<file path="config.mk">
export PLATFORM = sky130hd
export DESIGN_NAME = vga_plot_sched
export DESIGN_NICKNAME = d
export VERILOG_FILES = /design/src/rtl/vga_plot_sched.sv
export SDC_FILE = /design/constraint.sdc
export NUM_CORES = 1
export LEC_CHECK = 0
export CAP_MARGIN = 5
export CORE_AREA = 3 3 108 58
export CTS_BUF_LIST = sky130_fd_sc_hd__clkbuf_8
export CTS_CLUSTER_SIZE = 30
export DETAILED_ROUTE_END_ITERATION = 7
export DIE_AREA = 0 0 111 61
export MAX_ROUTING_LAYER = met4
export PLACE_DENSITY_LB_ADDON = 0.25
export RECOVER_POWER = 25
export REMOVE_ABC_BUFFERS = 1
export SLEW_MARGIN = 10
export SYNTH_ARGS = -nofsm -noshare
export SYNTH_HDL_FRONTEND = slang
export SYNTH_SLANG_ARGS = --single-unit
</file>
<file path="constraint.sdc">
create_clock -name clock -period 4.9 [get_ports clock]
set_input_delay 0.98 -clock clock [delete_from_list [all_inputs] [get_ports clock]]
set_output_delay 0.98 -clock clock [all_outputs]
set_load 0.01 [all_outputs]
</file>
<file path="src/rtl/vga_plot_sched.sv">
// vga_plot_sched: pixel-write scheduler in front of vga_adapter.
// Two valid/ready pixel requesters share the adapter port with round-robin
// arbitration. A full-screen clear sequencer takes priority over both.
// Optional feature macro: VGA_PLOT_SCHED_DROP_CNT_EN adds drop_count, a
// saturating count of accepted out-of-range pixels.
module vga_plot_sched #(
  parameter int X_MAX   = 160,
  parameter int Y_MAX   = 120,
  parameter int X_W     = 8,
  parameter int Y_W     = 7,
  parameter int COLOR_W = 3
) (
  input  logic               clock,
  input  logic               resetn,
  input  logic               clear_req,
  input  logic [COLOR_W-1:0] clear_colour,
  output logic               clear_busy,
  input  logic               req0_valid,
  output logic               req0_ready,
  input  logic [X_W-1:0]     req0_x,
  input  logic [Y_W-1:0]     req0_y,
  input  logic [COLOR_W-1:0] req0_colour,
  input  logic               req1_valid,
  output logic               req1_ready,
  input  logic [X_W-1:0]     req1_x,
  input  logic [Y_W-1:0]     req1_y,
  input  logic [COLOR_W-1:0] req1_colour,
  output logic [X_W-1:0]     x,
  output logic [Y_W-1:0]     y,
  output logic [COLOR_W-1:0] colour,
  output logic               plot
`ifdef VGA_PLOT_SCHED_DROP_CNT_EN
  ,
  output logic [7:0]         drop_count
`endif
);

  localparam logic [X_W-1:0] X_LAST = X_W'(X_MAX - 1);
  localparam logic [Y_W-1:0] Y_LAST = Y_W'(Y_MAX - 1);

  typedef enum logic {
    ARB   = 1'b0,
    CLEAR = 1'b1
  } state_t;

  state_t               state_q, state_d;
  logic                 last_grant_q, last_grant_d;
  logic [X_W-1:0]       x_q, x_d;
  logic [Y_W-1:0]       y_q, y_d;
  logic [COLOR_W-1:0]   colour_q, colour_d;
  logic                 plot_q, plot_d;
  logic [X_W-1:0]       cx_q, cx_d;
  logic [Y_W-1:0]       cy_q, cy_d;
  logic [COLOR_W-1:0]   clr_col_q, clr_col_d;

  logic                 in_arb;
  logic                 grant1;
  logic                 accept;
  logic                 in_range;
  logic [X_W-1:0]       sel_x;
  logic [Y_W-1:0]       sel_y;
  logic [COLOR_W-1:0]   sel_colour;

  // Round-robin grant and handshake: requester 1 wins alone or on a tie after requester 0 was last served.
  always_comb begin
    in_arb     = (state_q == ARB);
    grant1     = req1_valid & (~req0_valid | ~last_grant_q);
    req1_ready = in_arb & ~clear_req & grant1;
    req0_ready = in_arb & ~clear_req & req0_valid & ~grant1;
    accept     = req0_ready | req1_ready;
    sel_x      = grant1 ? req1_x : req0_x;
    sel_y      = grant1 ? req1_y : req0_y;
    sel_colour = grant1 ? req1_colour : req0_colour;
    in_range   = (sel_x <= X_LAST) & (sel_y <= Y_LAST);
  end

  // Next-state logic: clear scan in CLEAR, arbitration and pixel capture in ARB.
  always_comb begin
    state_d      = state_q;
    last_grant_d = last_grant_q;
    x_d          = x_q;
    y_d          = y_q;
    colour_d     = colour_q;
    plot_d       = 1'b0;
    cx_d         = cx_q;
    cy_d         = cy_q;
    clr_col_d    = clr_col_q;
    case (state_q)
      ARB: begin
        if (clear_req) begin
          state_d   = CLEAR;
          clr_col_d = clear_colour;
          cx_d      = '0;
          cy_d      = '0;
        end else if (accept) begin
          last_grant_d = grant1;
          if (in_range) begin
            x_d      = sel_x;
            y_d      = sel_y;
            colour_d = sel_colour;
            plot_d   = 1'b1;
          end
        end
      end
      CLEAR: begin
        x_d      = cx_q;
        y_d      = cy_q;
        colour_d = clr_col_q;
        plot_d   = 1'b1;
        if (cx_q == X_LAST) begin
          cx_d = '0;
          if (cy_q == Y_LAST) begin
            cy_d    = '0;
            state_d = ARB;
          end else begin
            cy_d = cy_q + Y_W'(1);
          end
        end else begin
          cx_d = cx_q + X_W'(1);
        end
      end
      default: state_d = ARB;
    endcase
  end

  // State and registered adapter outputs; reset aborts any clear in progress.
  always_ff @(posedge clock or negedge resetn) begin
    if (!resetn) begin
      state_q      <= ARB;
      last_grant_q <= 1'b1;
      x_q          <= '0;
      y_q          <= '0;
      colour_q     <= '0;
      plot_q       <= 1'b0;
      cx_q         <= '0;
      cy_q         <= '0;
      clr_col_q    <= '0;
    end else begin
      state_q      <= state_d;
      last_grant_q <= last_grant_d;
      x_q          <= x_d;
      y_q          <= y_d;
      colour_q     <= colour_d;
      plot_q       <= plot_d;
      cx_q         <= cx_d;
      cy_q         <= cy_d;
      clr_col_q    <= clr_col_d;
    end
  end

  assign x          = x_q;
  assign y          = y_q;
  assign colour     = colour_q;
  assign plot       = plot_q;
  assign clear_busy = (state_q == CLEAR);

`ifdef VGA_PLOT_SCHED_DROP_CNT_EN
  logic [7:0] drop_q, drop_d;

  // Drop counter: zeroed when a clear starts, saturating count of accepted off-screen pixels.
  always_comb begin
    drop_d = drop_q;
    if (in_arb & clear_req) begin
      drop_d = '0;
    end else if (accept & ~in_range & (drop_q != 8'hFF)) begin
      drop_d = drop_q + 8'd1;
    end
  end

  // Drop counter register.
  always_ff @(posedge clock or negedge resetn) begin
    if (!resetn) begin
      drop_q <= '0;
    end else begin
      drop_q <= drop_d;
    end
  end

  assign drop_count = drop_q;
`endif

endmodule
</file>
## After elaboration in Yosys (flattened, before gate mapping)

Cells that the tools add are included.
W data, S select, Z words.

- Flip-flop bits (word level): 39
- Input bits: 44
- Logic and storage cells: 67

- Bitwise operators: 13
- $add $sub $neg: 2
- Reduce and logical (&&, ||, !) cells: 4
- $lt $le $gt $ge: 2
- Muxes and demuxes: 30
- Equal/unequal tests: 7

Operator list:

| operator | number |
|---|---|
| $mux W7 | 7 |
| $mux W8 | 6 |
| $pmux W8 S2 | 2 |
| $pmux W7 S2 | 2 |
| $mux W3 | 4 |
| $add A8 B1 Y8 const B | 1 |
| $eq A8 B8 Y1 const B | 1 |
| $le A8 B8 Y1 const B | 1 |
| $add A7 B1 Y7 const B | 1 |
| $eq A7 B7 Y1 const B | 1 |
| $le A7 B7 Y1 const B | 1 |
| $and A1 B1 Y1 | 6 |
| $mux W1 | 6 |
| $ne A2 B1 Y1 const B | 3 |
| $pmux W3 S2 | 1 |
| $reduce_and A3 Y1 | 2 |
| $not A1 Y1 | 5 |
| $ne A2 B2 Y1 const B | 2 |
| $pmux W1 S2 | 2 |
| $reduce_and A2 Y1 | 2 |
| $or A1 B1 Y1 | 2 |

## Longest topological paths before layout

Gate-level depths: netlist (run 1).

- Depth after elaboration: 10
- Gate-level depth with buffers: 7

## Worst setup path after synthesis (run 1)

Ideal clock, no wire load.

- Path type: input -> output
- Start: in req1_valid
- End: out req1_ready
- Arrival: 1.517 ns
- Stages on the path: 3
- Setup slack: 2.403 ns
- Path through: a21bo_2 buf_6 nor2_1

- Longest elaborated chain between the ends: 2

Ends and longest elaborated chain:

| item | RTL line | RTL |
|---|---|---|
| from (decl) | 23 | `input logic req1_valid,` |
| $and A1 B1 Y1 | 67 | `grant1 = req1_valid & (~req0_valid \| ~last_grant_q);` |
| $and A1 B1 Y1 | 68 | `req1_ready = in_arb & ~clear_req & grant1;` |
| to (decl) | 24 | `output logic req1_ready,` |

Every way passes these cells.

## Final worst setup path (run 1)

- Start: in req0_valid
- End: out req0_ready

- Longest elaborated chain between the ends: 5
- Elaborated cells on any way between the ends: 6
- Classes of those cells: bitwise (6)

Ends and longest elaborated chain:

| item | RTL line | RTL |
|---|---|---|
| from (decl) | 18 | `input logic req0_valid,` |
| $not A1 Y1 | 67 |  |
| $or A1 B1 Y1 | 67 |  |
| $and A1 B1 Y1 | 67 |  |
| $not A1 Y1 | 69 | `req0_ready = in_arb & ~clear_req & req0_valid & ~grant1;` |
| $and A1 B1 Y1 * | 69 |  |
| to (decl) | 19 | `output logic req0_ready,` |

Every way passes the cells marked *; elsewhere a longest branch is shown, timed or not.

==> run summary, run 1 <==
STA
--------------------------------------------------------------------------------------
Setup skew after layout .................................................  0.005331 ns
Slew at the pin closest to its max-slew limit ...........................     2.075 ns
Tcrit/Tclk final ........................................................       0.7505
# setup viols final .....................................................            0
Final max-slew violation count ..........................................           40
Relative slew slack .....................................................      -0.3833
Fin. Hold Viols .........................................................            0
Summed negative setup slack over all endpoints ..........................         0 ns
Fmax ....................................................................    271.9 MHz
Post-layout min period ..................................................     3.677 ns
Unrepaired setup endpoints after global routing .........................        false

CLOCK NETWORK
--------------------------------------------------------------------------------------
Count of cells resized by post-cts repair ...............................            0
Number of clock buffers inserted by TritonCTS ...........................            5
Clock sinks .............................................................           39
Clock slew at the register clock pins of the worst setup and hold paths .      0.07 ns
TritonCTS clock tree ....................................................        built
Clock latency reported for the late side of the worst-skew pair .........      0.29 ns
Post-CTS setup buffers ..................................................            0
Root buffer selected by CTS ............................................. sky130_fd_sc_hd__clkbuf_8
# H-tree levels .........................................................            2
Maximum clock path buffer count .........................................            2
Hold-fix buffers, CTS ...................................................            0

CELLS AND AREA
--------------------------------------------------------------------------------------
Area overhead of the layout relative to synthesis .......................       31.56%
Post-Layout Inst Area ...................................................   3156 sq um
Final-layout fill cell count ............................................          465
Filler-free cell count of the finished design ...........................          375
Nets@finish .............................................................          347
Antenna diode instance count ............................................            0
Area taken by multi-input logic gates ...................................   1271 sq um
Combined flip-flop and latch cell area ..................................  977.2 sq um
Share of cells above drive strength 1 ...................................       0.1325

SETUP PATH
--------------------------------------------------------------------------------------
Worst setup path category ............................................... primary input to primary output
Critical Path Sink Type ................................................. primary output
Worst endpoint data arrival time ........................................      2.70 ns
Critical path startpoint category ....................................... primary input
Maximum net fanout on the critical path .................................           12
Required time worst endpoint ............................................      3.92 ns

FLOORPLANNING
--------------------------------------------------------------------------------------
Width of the die ........................................................       111 um
Chip height .............................................................        61 um
Placeable core region ...................................................   5396 sq um
Cell Rows ...............................................................           19
# IOs ...................................................................           66
Die area ................................................................   6771 sq um
Initial standard-cell utilization of the core ...........................       0.4445

POWER
--------------------------------------------------------------------------------------
Total power per unit cell area .......................................... 343.6 nW/um^2
Worst IR drop on VDD ....................................................     166.5 uV
Static power due to leakage .............................................     1.244 nW
Total power .............................................................     1.084 mW

PLACEMENT
--------------------------------------------------------------------------------------
Count of input and output buffers .......................................           65
Post-placement cell area ................................................   3057 sq um
Placed Instances ........................................................          367
HPWL after detailed placement ...........................................      4920 um
GP Congestion ...........................................................       0.8606

DRT
--------------------------------------------------------------------------------------
Avg WL per Cell .........................................................     17.57 um
Count of routing violations after the opening detailed-route iteration ..          162
Vias post-DR ............................................................        2,181
DRC .....................................................................            0
Via-to-Cell Ratio .......................................................        5.816
Length of the first detailed-routing pass in iterations .................            4
Count of antenna-violating nets left after detailed routing .............            0
Final WL ................................................................      6590 um

RUN STATUS
--------------------------------------------------------------------------------------
Run status .............................................................. finished, violations left
Failing checks .......................................................... capacitance limit, slew limit

GLOBAL ROUTING
--------------------------------------------------------------------------------------
Maximum number of pins on one net before global-route repair ............           47
Total congestion overflow after global routing ..........................            0
GRT Resource Usage Total ................................................       0.2008
Vias in the first global route ..........................................        2,126
Wire length of the first global-routing pass ............................    10,430 um
Antenna violations before repair ........................................            0

SYNTHESIS
--------------------------------------------------------------------------------------
Post-synthesis sequential area ratio ....................................       0.4074
Main synth FF type ...................................................... sky130_fd_sc_hd__dfrtp_1
Distinct cell type count after synthesis ................................           53
Top post-synthesis cells by area ........................................ sky130_fd_sc_hd__dfrtp_1 40%, sky130_fd_sc_hd__mux2_2 7.5%, sky130_fd_sc_hd__o2111ai_1 4.7%, sky130_fd_sc_hd__o311ai_1 4.4%, sky130_fd_sc_hd__nand2_1 3.6%
Area share of the leading cell type in the synthesized netlist ..........       0.3965
Synthesis-stage register bit count ......................................           39
Cell type contributing the most total cell area after synthesis ......... sky130_fd_sc_hd__dfrtp_1
Leading cell type by number of instances after synthesis ................ sky130_fd_sc_hd__dfrtp_1
Post-synth top cells .................................................... 38 x sky130_fd_sc_hd__dfrtp_1, 23 x sky130_fd_sc_hd__nand2_1, 16 x sky130_fd_sc_hd__mux2_2, 15 x sky130_fd_sc_hd__inv_1, 13 x sky130_fd_sc_hd__o2111ai_1
Synthesis Warnings ......................................................            0
Post-Synthesis Mean Instance Area .......................................  9.911 sq um
Share of flip-flops with an asynchronous set or reset after synthesis ...        1.000
Gate Count Post-Synth ...................................................          242
Post-synth design cell area .............................................   2399 sq um
Count of flip-flops with a built-in enable after synthesis ..............            0

MIN PATH
--------------------------------------------------------------------------------------
Worst hold path type .................................................... register to register

RUN
--------------------------------------------------------------------------------------
Number of max-cap violations ............................................            1

-- sequential cells by signal (all words and copies together) (netlist names) --
name and cells:
cx_q 8, clr_col_q 3, y 7, cy_q 7, clear_busy 1, x 8, colour 3, last_grant_q 1
plot 1
-- placed cells by master (no fill, tap or decap), drive strengths merged, types with 3 or more instances in the layout --
cell,synthesis,layout
o311ai,13,13
nand4,4,4
and4,3,3
mux2i,3,3
dfrtp,38,38
o2111ai,13,13
o21ai,10,10
nand3,5,5
nor3,10,10
clkdlybuf4s50,0,63
nand2,23,23
inv,15,16
clkbuf,7,8
mux2,16,16
o311a,4,4
a22o,4,4
a31oi,7,7
and3,3,3
nor2,13,13
nand2b,5,5
a21oi,7,7
-- report_power, final --
group | switching (mW) | total (mW) | internal [mW]
sequential | 0.0944 | 0.494 | 0.400
clock | 0.114 | 0.240 | 0.126
combinational | 0.150 | 0.350 | 0.200
-- critical path, cell delays in order --
cell and delay, ns:
sky130_fd_sc_hd__clkdlybuf4s50_1 0.56, sky130_fd_sc_hd__a21bo_2 0.34, sky130_fd_sc_hd__nand3_1 0.21, sky130_fd_sc_hd__inv_1 0.09
sky130_fd_sc_hd__clkdlybuf4s50_1 0.53
-- per-layer routing --
metal / routed length, um / vias up / share of wire / global-route usage
met1: 2932 / 1084 / 0.44 / 0.2672
met5: 0 / - / 0 / -
li1: - / 1048 / - / -
met2: 3311 / 45 / 0.50 / 0.3198
met4: 21 / 0 / 0.0032 / 0.05088
met3: 324 / 4 / 0.049 / 0.04084
-- worst paths after layout --
kind | startpoint | endpoint | slack (ns) | cells after the start
worst max-delay path | req0_valid | req0_ready | 1.22 | 5
worst min-delay path | clr_col_q[1]$_DFFE_PN0P_ | colour[1]$_DFFE_PN0P_ | 0.50 | 2
worst max register to register | clear_busy$_DFF_PN0_ | x[0]$_DFFE_PN0P_ | 2.75 | 5
worst min register to register | clr_col_q[1]$_DFFE_PN0P_ | colour[1]$_DFFE_PN0P_ | 0.50 | 2
max in group asynchronous | resetn | y[2]$_DFFE_PN0P_ | 2.43 | 1
min in group asynchronous | resetn | cx_q[4]$_DFFE_PN0P_ | 1.27 | 1
-- layout make-up --
class | instances | share of cell area
Multi-Input combinational cell | 173 | 0.4029
Inverter | 15 | 0.01784
Clock buffer | 7 | 0.03053
Clock inverter | 1 | 0.001190
Tap cell | 73 | 0.02895
Sequential cell | 39 | 0.3097
Timing Repair Buffer | 67 | 0.2090
-- stage by stage --
| step | hold WS [ns] | util | worst slack, ns |
|---|---|---|---|
| after detailed placement | 0.4829 | 0.5664 | 1.215 |
| final | 0.4987 | 0.5847 | 1.223 |
| after floorplan | 0.4554 | - | 2.044 |
| after global placement | 0.4760 | 0.5664 | 1.245 |
| after CTS | 0.5052 | 0.5850 | 1.209 |
| after global routing | 0.5302 | 0.5847 | 1.116 |
-- kinds of logic after synthesis --
logic type | Yosys count | share of synthesized area
compound gates | 74 | 0.2514
xor+xnor | 4 | 0.01461
fa+ha+maj | 2 | 0.01043
buf+inv | 30 | 0.06259
flops | 39 | 0.4074
mux | 19 | 0.08764
simple gates | 74 | 0.1659
(Power assumes the default switching activity.)
==> inputs of run 2 (changes only) <==
clock period = 3.8 ns   (was 4.9 ns; I/O delays follow)
==> run 2 against run 1 <==
Compared with the run above: the flow still finishes with violations (capacitance limit, slew limit); wire length is 3.1% lower; utilization increased by 0.32 points; die area unchanged; combinational power increased by 29%; first-iteration DRC count fell by 20%; setup slack worse by 0.68 ns; via count decreased by 0.18%; clock skew decreased by 0.0017 ns; sequential share of layout area is 0.17 points lower; global-route usage decreased by 0.19 points; critical endpoint unchanged.
==> run summary, run 2 (synthesis results as in run 1) <==
POWER
--------------------------------------------------------------------------------------
Total power per unit cell area .......................................... 453.0 nW/um^2   +32%
Total power .............................................................     1.437 mW   +33%
Static power due to leakage .............................................     1.248 nW   +0.28%
Worst IR drop on VDD ....................................................     268.0 uV   +61%

CLOCK NETWORK
--------------------------------------------------------------------------------------
# H-tree levels .........................................................            2   unchanged
Number of clock buffers inserted by TritonCTS ...........................            5   unchanged
Maximum clock path buffer count .........................................            2   unchanged
TritonCTS clock tree ....................................................        built
Count of cells resized by post-cts repair ...............................            0   unchanged
Hold-fix buffers, CTS ...................................................            0   unchanged
Clock sinks .............................................................           39   unchanged
Post-CTS setup buffers ..................................................            0   unchanged
Root buffer selected by CTS ............................................. sky130_fd_sc_hd__clkbuf_8
Clock latency reported for the late side of the worst-skew pair .........      0.30 ns   about the same
Clock slew at the register clock pins of the worst setup and hold paths .      0.08 ns   about the same

STA
--------------------------------------------------------------------------------------
Tightest hold margin ....................................................    0.5104 ns   +0.01166 ns
Setup skew after layout .................................................  0.003590 ns   -0.001742 ns
# setup viols final .....................................................            0   unchanged
Final max-slew violation count ..........................................           40   unchanged
Tcrit/Tclk final ........................................................       0.8559
Unrepaired setup endpoints after global routing .........................        false
Final worst setup slack .................................................    0.5474 ns   -0.6751 ns
Fin. Hold Viols .........................................................            0   unchanged
Post-layout min period ..................................................     3.253 ns
Relative slew slack .....................................................      -0.3932   -0.009938
Summed negative setup slack over all endpoints ..........................         0 ns   unchanged
Slew at the pin closest to its max-slew limit ...........................     2.090 ns   +0.01491 ns
Fmax ....................................................................    307.4 MHz

DRT
--------------------------------------------------------------------------------------
Via-to-Cell Ratio .......................................................        5.805   -0.18%
Met2 wirelength from detailed routing ...................................      3209 um   -3.1%
DRC .....................................................................            0   unchanged
Length of the first detailed-routing pass in iterations .................            4   unchanged
Met3 layer wire length in the routed design .............................       320 um   -1.2%
Metal1 wirelength .......................................................      2790 um   -4.8%
Uppermost signal routing layer after detailed routing ...................         met4
Final WL ................................................................      6388 um   -3.1%
Vias post-DR ............................................................        2,177   -0.18%
Avg WL per Cell .........................................................     17.03 um   -3.1%
Count of routing violations after the opening detailed-route iteration ..          130   -20%
Count of antenna-violating nets left after detailed routing .............            0   unchanged

PLACEMENT
--------------------------------------------------------------------------------------
Placed Instances ........................................................          367   unchanged
HPWL after detailed placement ...........................................      4860 um   -1.2%
Setup Slack @ Placement .................................................    0.5510 ns   -0.6636 ns
GP Congestion ...........................................................       0.8916   +3.6%
Post-placement cell area ................................................   3057 sq um   unchanged
Count of input and output buffers .......................................           65   unchanged

CELLS AND AREA
--------------------------------------------------------------------------------------
Final-layout fill cell count ............................................          469   +0.86%
Commonest non-fill, non-tap cell in the layout .......................... sky130_fd_sc_hd__clkdlybuf4s50_1
Antenna diode instance count ............................................            0   unchanged
Area overhead of the layout relative to synthesis .......................       32.29%
Most frequent cells in the layout ....................................... 64 x sky130_fd_sc_hd__clkdlybuf4s50_1, 38 x sky130_fd_sc_hd__dfrtp_1, 23 x sky130_fd_sc_hd__nand2_1
Nets@finish .............................................................          347   unchanged
Filler-free cell count of the finished design ...........................          375   unchanged
Post-Layout Inst Area ...................................................   3173 sq um   +0.55%
Share of cells above drive strength 1 ...................................       0.1391   +0.006623
Final cell utilization of the core ......................................       0.5880   +0.003246

FLOORPLANNING
--------------------------------------------------------------------------------------
Die area ................................................................   6771 sq um   unchanged
Placeable core region ...................................................   5396 sq um   unchanged
# IOs ...................................................................           66   unchanged
Cell Rows ...............................................................           19   unchanged
Chip height .............................................................        61 um   unchanged
Width of the die ........................................................       111 um   unchanged
Initial standard-cell utilization of the core ...........................       0.4445   unchanged

SETUP PATH
--------------------------------------------------------------------------------------
Worst endpoint data arrival time ........................................      2.49 ns   -0.21 ns
Worst setup path category ............................................... primary input to primary output
Maximum net fanout on the critical path .................................           12   unchanged
CP most frequent cell ................................................... sky130_fd_sc_hd__clkdlybuf4s50_1
Cell-by-cell trace of the critical path ................................. clkdlybuf4s50_1 > a21bo_2 > nand3_1 > inv_1 > clkdlybuf4s50_1
Slowest library cell on the worst path .................................. sky130_fd_sc_hd__clkdlybuf4s50_1
Delay of the slowest cell on the worst path .............................      0.56 ns   about the same
Critical path startpoint category ....................................... primary input
Critical Path Sink Type ................................................. primary output
Required time worst endpoint ............................................      3.04 ns   -0.88 ns

GLOBAL ROUTING
--------------------------------------------------------------------------------------
Vias in the first global route ..........................................        2,116   -0.47%
Wire length of the first global-routing pass ............................    10,260 um   -1.6%
Total congestion overflow after global routing ..........................            0   unchanged
Antenna violations before repair ........................................            0   unchanged
GRT Resource Usage Total ................................................       0.1989   -0.001881
Maximum number of pins on one net before global-route repair ............           40   -15%

RUN
--------------------------------------------------------------------------------------
Number of max-cap violations ............................................            1   unchanged

MIN PATH
--------------------------------------------------------------------------------------
Worst hold path type .................................................... register to register

RUN STATUS
--------------------------------------------------------------------------------------
Run status .............................................................. finished, violations left
Failing checks .......................................................... capacitance limit, slew limit

==> run 2: changes by cell type in the layout (fill, tap and decap cells not counted) <==
cell / delta
sky130_fd_sc_hd__clkinv_2: +1
sky130_fd_sc_hd__dlygate4sd3_1: -1
sky130_fd_sc_hd__nor3_1: -1
sky130_fd_sc_hd__clkinv_4: +1
sky130_fd_sc_hd__clkdlybuf4s50_1: +1
sky130_fd_sc_hd__clkbuf_8: -2
sky130_fd_sc_hd__inv_1: -1
sky130_fd_sc_hd__bufinv_16: +1
sky130_fd_sc_hd__nor3_2: +1
==> run 2: critical path: cells and delay by family <==
family / cells / cell delay, ns
compound gates: 1 / 0.34
simple gates: 1 / 0.21
buf+inv: 3 / 1.18
==> run 2: path summary, 6_finish.rpt <==
check | end | startpoint | cells after the start | slack, ns
min reg2reg | colour[1]$_DFFE_PN0P_ | clr_col_q[1]$_DFFE_PN0P_ | 2 | 0.51
max reg2reg | colour[2]$_DFFE_PN0P_ | clear_busy$_DFF_PN0_ | 4 | 1.64
max | req0_ready | req0_valid | 5 | 0.55
max in group asynchronous | y[3]$_DFFE_PN0P_ | resetn | 1 | 1.55
min | colour[1]$_DFFE_PN0P_ | clr_col_q[1]$_DFFE_PN0P_ | 2 | 0.51
min in group asynchronous | cx_q[2]$_DFFE_PN0P_ | resetn | 1 | 1.05
==> run 2: where the power goes <==
group	switching, mW	internal [mW]	total, mW	leakage [nW]
sequential	0.121	0.516	0.636	0.472
combinational	0.193	0.257	0.450	0.718
clock	0.156	0.196	0.352	0.0581
total	0.470	0.968	1.44	1.25
==> run 2: layout make-up <==
class	count	area, sq um	share of cell area
timing repair buffer	67	659.4	0.2078
tap	73	91.34	0.02879
inverter	15	56.30	0.01774
sequential	39	977.2	0.3080
multi-input combinational	173	1276	0.4022
clock buffer	5	68.82	0.02169
clock inverter	3	43.79	0.01380
==> run 2: per-layer routing <==
| metal | vias to the layer above | GRT usage |
|---|---|---|
| met1 | 1072 | 0.2505 |
| met3 | 12 | 0.03984 |
| met5 | - | - |
| li1 | 1045 | - |
| met2 | 48 | 0.3379 |
| met4 | 0 | 0.04912 |
==> inputs of run 3 (changes only) <==
MAX_ROUTING_LAYER = unset   (was met4)
==> run 3 against run 2 <==
Compared with the run above: design area did not move; highest routed layer unchanged; critical path depth did not move; via count increased by 0.18%; the flow still finishes with violations (capacitance limit, slew limit); sequential share of layout area did not move; largest power group unchanged; count of clock-buffer cells in the layout did not move.
==> run summary, run 3 (synthesis results as in run 1) <==
STA
--------------------------------------------------------------------------------------
Unrepaired setup endpoints after global routing .........................        false
Tcrit/Tclk final ........................................................       0.8559   about the same
Tightest hold margin ....................................................    0.5104 ns   +0.000007000 ns
Post-layout min period ..................................................     3.253 ns   +0.000006000 ns
Fin. Hold Viols .........................................................            0   unchanged
Final max-slew violation count ..........................................           40   unchanged
Slew at the pin closest to its max-slew limit ...........................     2.090 ns   +0.0003335 ns
Fmax ....................................................................    307.4 MHz   unchanged
# setup viols final .....................................................            0   unchanged
Summed negative setup slack over all endpoints ..........................         0 ns   unchanged
Relative slew slack .....................................................      -0.3934   about the same
Setup skew after layout .................................................  0.003311 ns   -0.0002784 ns

CELLS AND AREA
--------------------------------------------------------------------------------------
Nets@finish .............................................................          347   unchanged
Most frequent cells in the layout ....................................... 64 x sky130_fd_sc_hd__clkdlybuf4s50_1, 38 x sky130_fd_sc_hd__dfrtp_1, 23 x sky130_fd_sc_hd__nand2_1
Commonest non-fill, non-tap cell in the layout .......................... sky130_fd_sc_hd__clkdlybuf4s50_1
Area overhead of the layout relative to synthesis .......................       32.29%   unchanged
Share of cells above drive strength 1 ...................................       0.1391   unchanged
Antenna diode instance count ............................................            0   unchanged
Final-layout fill cell count ............................................          469   unchanged

GLOBAL ROUTING
--------------------------------------------------------------------------------------
Total congestion overflow after global routing ..........................            0   unchanged
Vias in the first global route ..........................................        2,117   +0.047%
Wire length of the first global-routing pass ............................    10,250 um   about the same
Maximum number of pins on one net before global-route repair ............           40   unchanged
Antenna violations before repair ........................................            0   unchanged
GRT Resource Usage Total ................................................       0.1923   -0.006617

PLACEMENT
--------------------------------------------------------------------------------------
GP Congestion ...........................................................       0.8771   -1.6%
HPWL after detailed placement ...........................................      4860 um   unchanged
Count of input and output buffers .......................................           65   unchanged

DRT
--------------------------------------------------------------------------------------
Avg WL per Cell .........................................................     17.02 um   about the same
Vias post-DR ............................................................        2,181   +0.18%
Met2 wirelength from detailed routing ...................................      3205 um   -0.12%
Length of the first detailed-routing pass in iterations .................            4   unchanged
Count of routing violations after the opening detailed-route iteration ..          126   -3.1%
Final WL ................................................................      6384 um   about the same
Uppermost signal routing layer after detailed routing ...................         met4
Met3 layer wire length in the routed design .............................       306 um   -4.4%
DRC .....................................................................            0   unchanged
Count of antenna-violating nets left after detailed routing .............            0   unchanged
Metal1 wirelength .......................................................      2794 um   +0.14%
Via-to-Cell Ratio .......................................................        5.816   +0.18%

FLOORPLANNING
--------------------------------------------------------------------------------------
Die area ................................................................   6771 sq um   unchanged
# IOs ...................................................................           66   unchanged
Placeable core region ...................................................   5396 sq um   unchanged
Cell Rows ...............................................................           19   unchanged
Chip height .............................................................        61 um   unchanged
Width of the die ........................................................       111 um   unchanged
Initial standard-cell utilization of the core ...........................       0.4445   unchanged

CLOCK NETWORK
--------------------------------------------------------------------------------------
Count of cells resized by post-cts repair ...............................            0   unchanged
Number of clock buffers inserted by TritonCTS ...........................            5   unchanged
Hold-fix buffers, CTS ...................................................            0   unchanged
Clock slew at the register clock pins of the worst setup and hold paths .      0.08 ns   about the same
Post-CTS setup buffers ..................................................            0   unchanged
# H-tree levels .........................................................            2   unchanged
Clock latency reported for the late side of the worst-skew pair .........      0.30 ns   about the same
Clock sinks .............................................................           39   unchanged
Maximum clock path buffer count .........................................            2   unchanged
TritonCTS clock tree ....................................................        built
Root buffer selected by CTS ............................................. sky130_fd_sc_hd__clkbuf_8

POWER
--------------------------------------------------------------------------------------
Total power per unit cell area .......................................... 453.4 nW/um^2   about the same
Static power due to leakage .............................................     1.248 nW   unchanged
Worst IR drop on VDD ....................................................     268.1 uV   about the same

SETUP PATH
--------------------------------------------------------------------------------------
Maximum net fanout on the critical path .................................           12   unchanged
Worst endpoint data arrival time ........................................      2.49 ns   about the same
End point of the critical path ..........................................   req0_ready
Worst Setup SP ..........................................................   req0_valid
Worst reg2reg startpoint ................................................ clear_busy$_DFF_PN0_
Depth of the most critical reg-to-reg path ..............................            4   unchanged
Critical Path Sink Type ................................................. primary output
Worst setup path category ............................................... primary input to primary output
Required time worst endpoint ............................................      3.04 ns   about the same
Critical path startpoint category ....................................... primary input
Critical R2R Capture .................................................... colour[2]$_DFFE_PN0P_
Reg2Reg Setup Slack .....................................................      1.64 ns   about the same

RUN STATUS
--------------------------------------------------------------------------------------
Failing checks .......................................................... capacitance limit, slew limit
Run status .............................................................. finished, violations left

MIN PATH
--------------------------------------------------------------------------------------
Hold Crit Start ......................................................... clr_col_q[1]$_DFFE_PN0P_
Worst hold path type .................................................... register to register

RUN
--------------------------------------------------------------------------------------
Number of max-cap violations ............................................            1   unchanged

==> run 3: cell counts in the layout (fill, tap and decap cells not counted) <==
No cell type changed its count.
==> run 3: metal layers <==
layer,track usage,vias to the layer above
met5,0,-
met4,0.04912,0
met3,0.03984,12
met2,0.3362,46
met1,0.2517,1079
li1,-,1044
==> run 3: critical path: stages <==
cell and delay (ns):
sky130_fd_sc_hd__clkdlybuf4s50_1 0.56, sky130_fd_sc_hd__a21bo_2 0.34, sky130_fd_sc_hd__nand3_1 0.21, sky130_fd_sc_hd__inv_1 0.09
sky130_fd_sc_hd__clkdlybuf4s50_1 0.53
==> run 3: how the worst min path moves through the flow <==
stage | endpoint | cells after the start | slack [ns]
after floorplan | clear_busy$_DFF_PN0_ | 0 | 0.46
after global placement | colour[1]$_DFFE_PN0P_ | 2 | 0.48
after detailed placement | colour[1]$_DFFE_PN0P_ | 2 | 0.49
after CTS | colour[1]$_DFFE_PN0P_ | 2 | 0.51
after global routing | clr_col_q[0]$_DFFE_PN0P_ | 1 | 0.54
final | colour[1]$_DFFE_PN0P_ | 2 | 0.51
==> run 3: cell type report <==
class	instances	area (sq um)	share of cell area
Clock buffer	5	68.82	0.02169
Tap cell	73	91.34	0.02879
Timing Repair Buffer	67	659.4	0.2078
Inverter	15	56.30	0.01774
Sequential cell	39	977.2	0.3080
Multi-Input combinational cell	173	1276	0.4022
Clock inverter	3	43.79	0.01380
==> run 3: per-stage QoR <==
stage / util / power, mW / cells / setup slack [ns] / instance area [sq um]
3_3_place_gp: 0.5664 / 1.077 / 367 / 0.5917 / 3057
5_1_grt: 0.5880 / 1.529 / 375 / 0.4470 / 3173
3_5_place_dp: 0.5664 / 1.093 / 367 / 0.5510 / 3057
2_1_floorplan: - / 0.8639 / 227 / 1.164 / 2305
6_report: 0.5880 / 1.439 / 375 / 0.5474 / 3173
4_1_cts: 0.5873 / 1.445 / 375 / 0.5475 / 3169
==> run 3: report_power, final <==
part | internal (mW) | leakage, nW | switching, mW | total, mW
logic | 0.257 | 0.718 | 0.193 | 0.449
registers | 0.515 | 0.472 | 0.121 | 0.636
clock network | 0.196 | 0.0581 | 0.158 | 0.353
total | 0.968 | 1.25 | 0.471 | 1.44
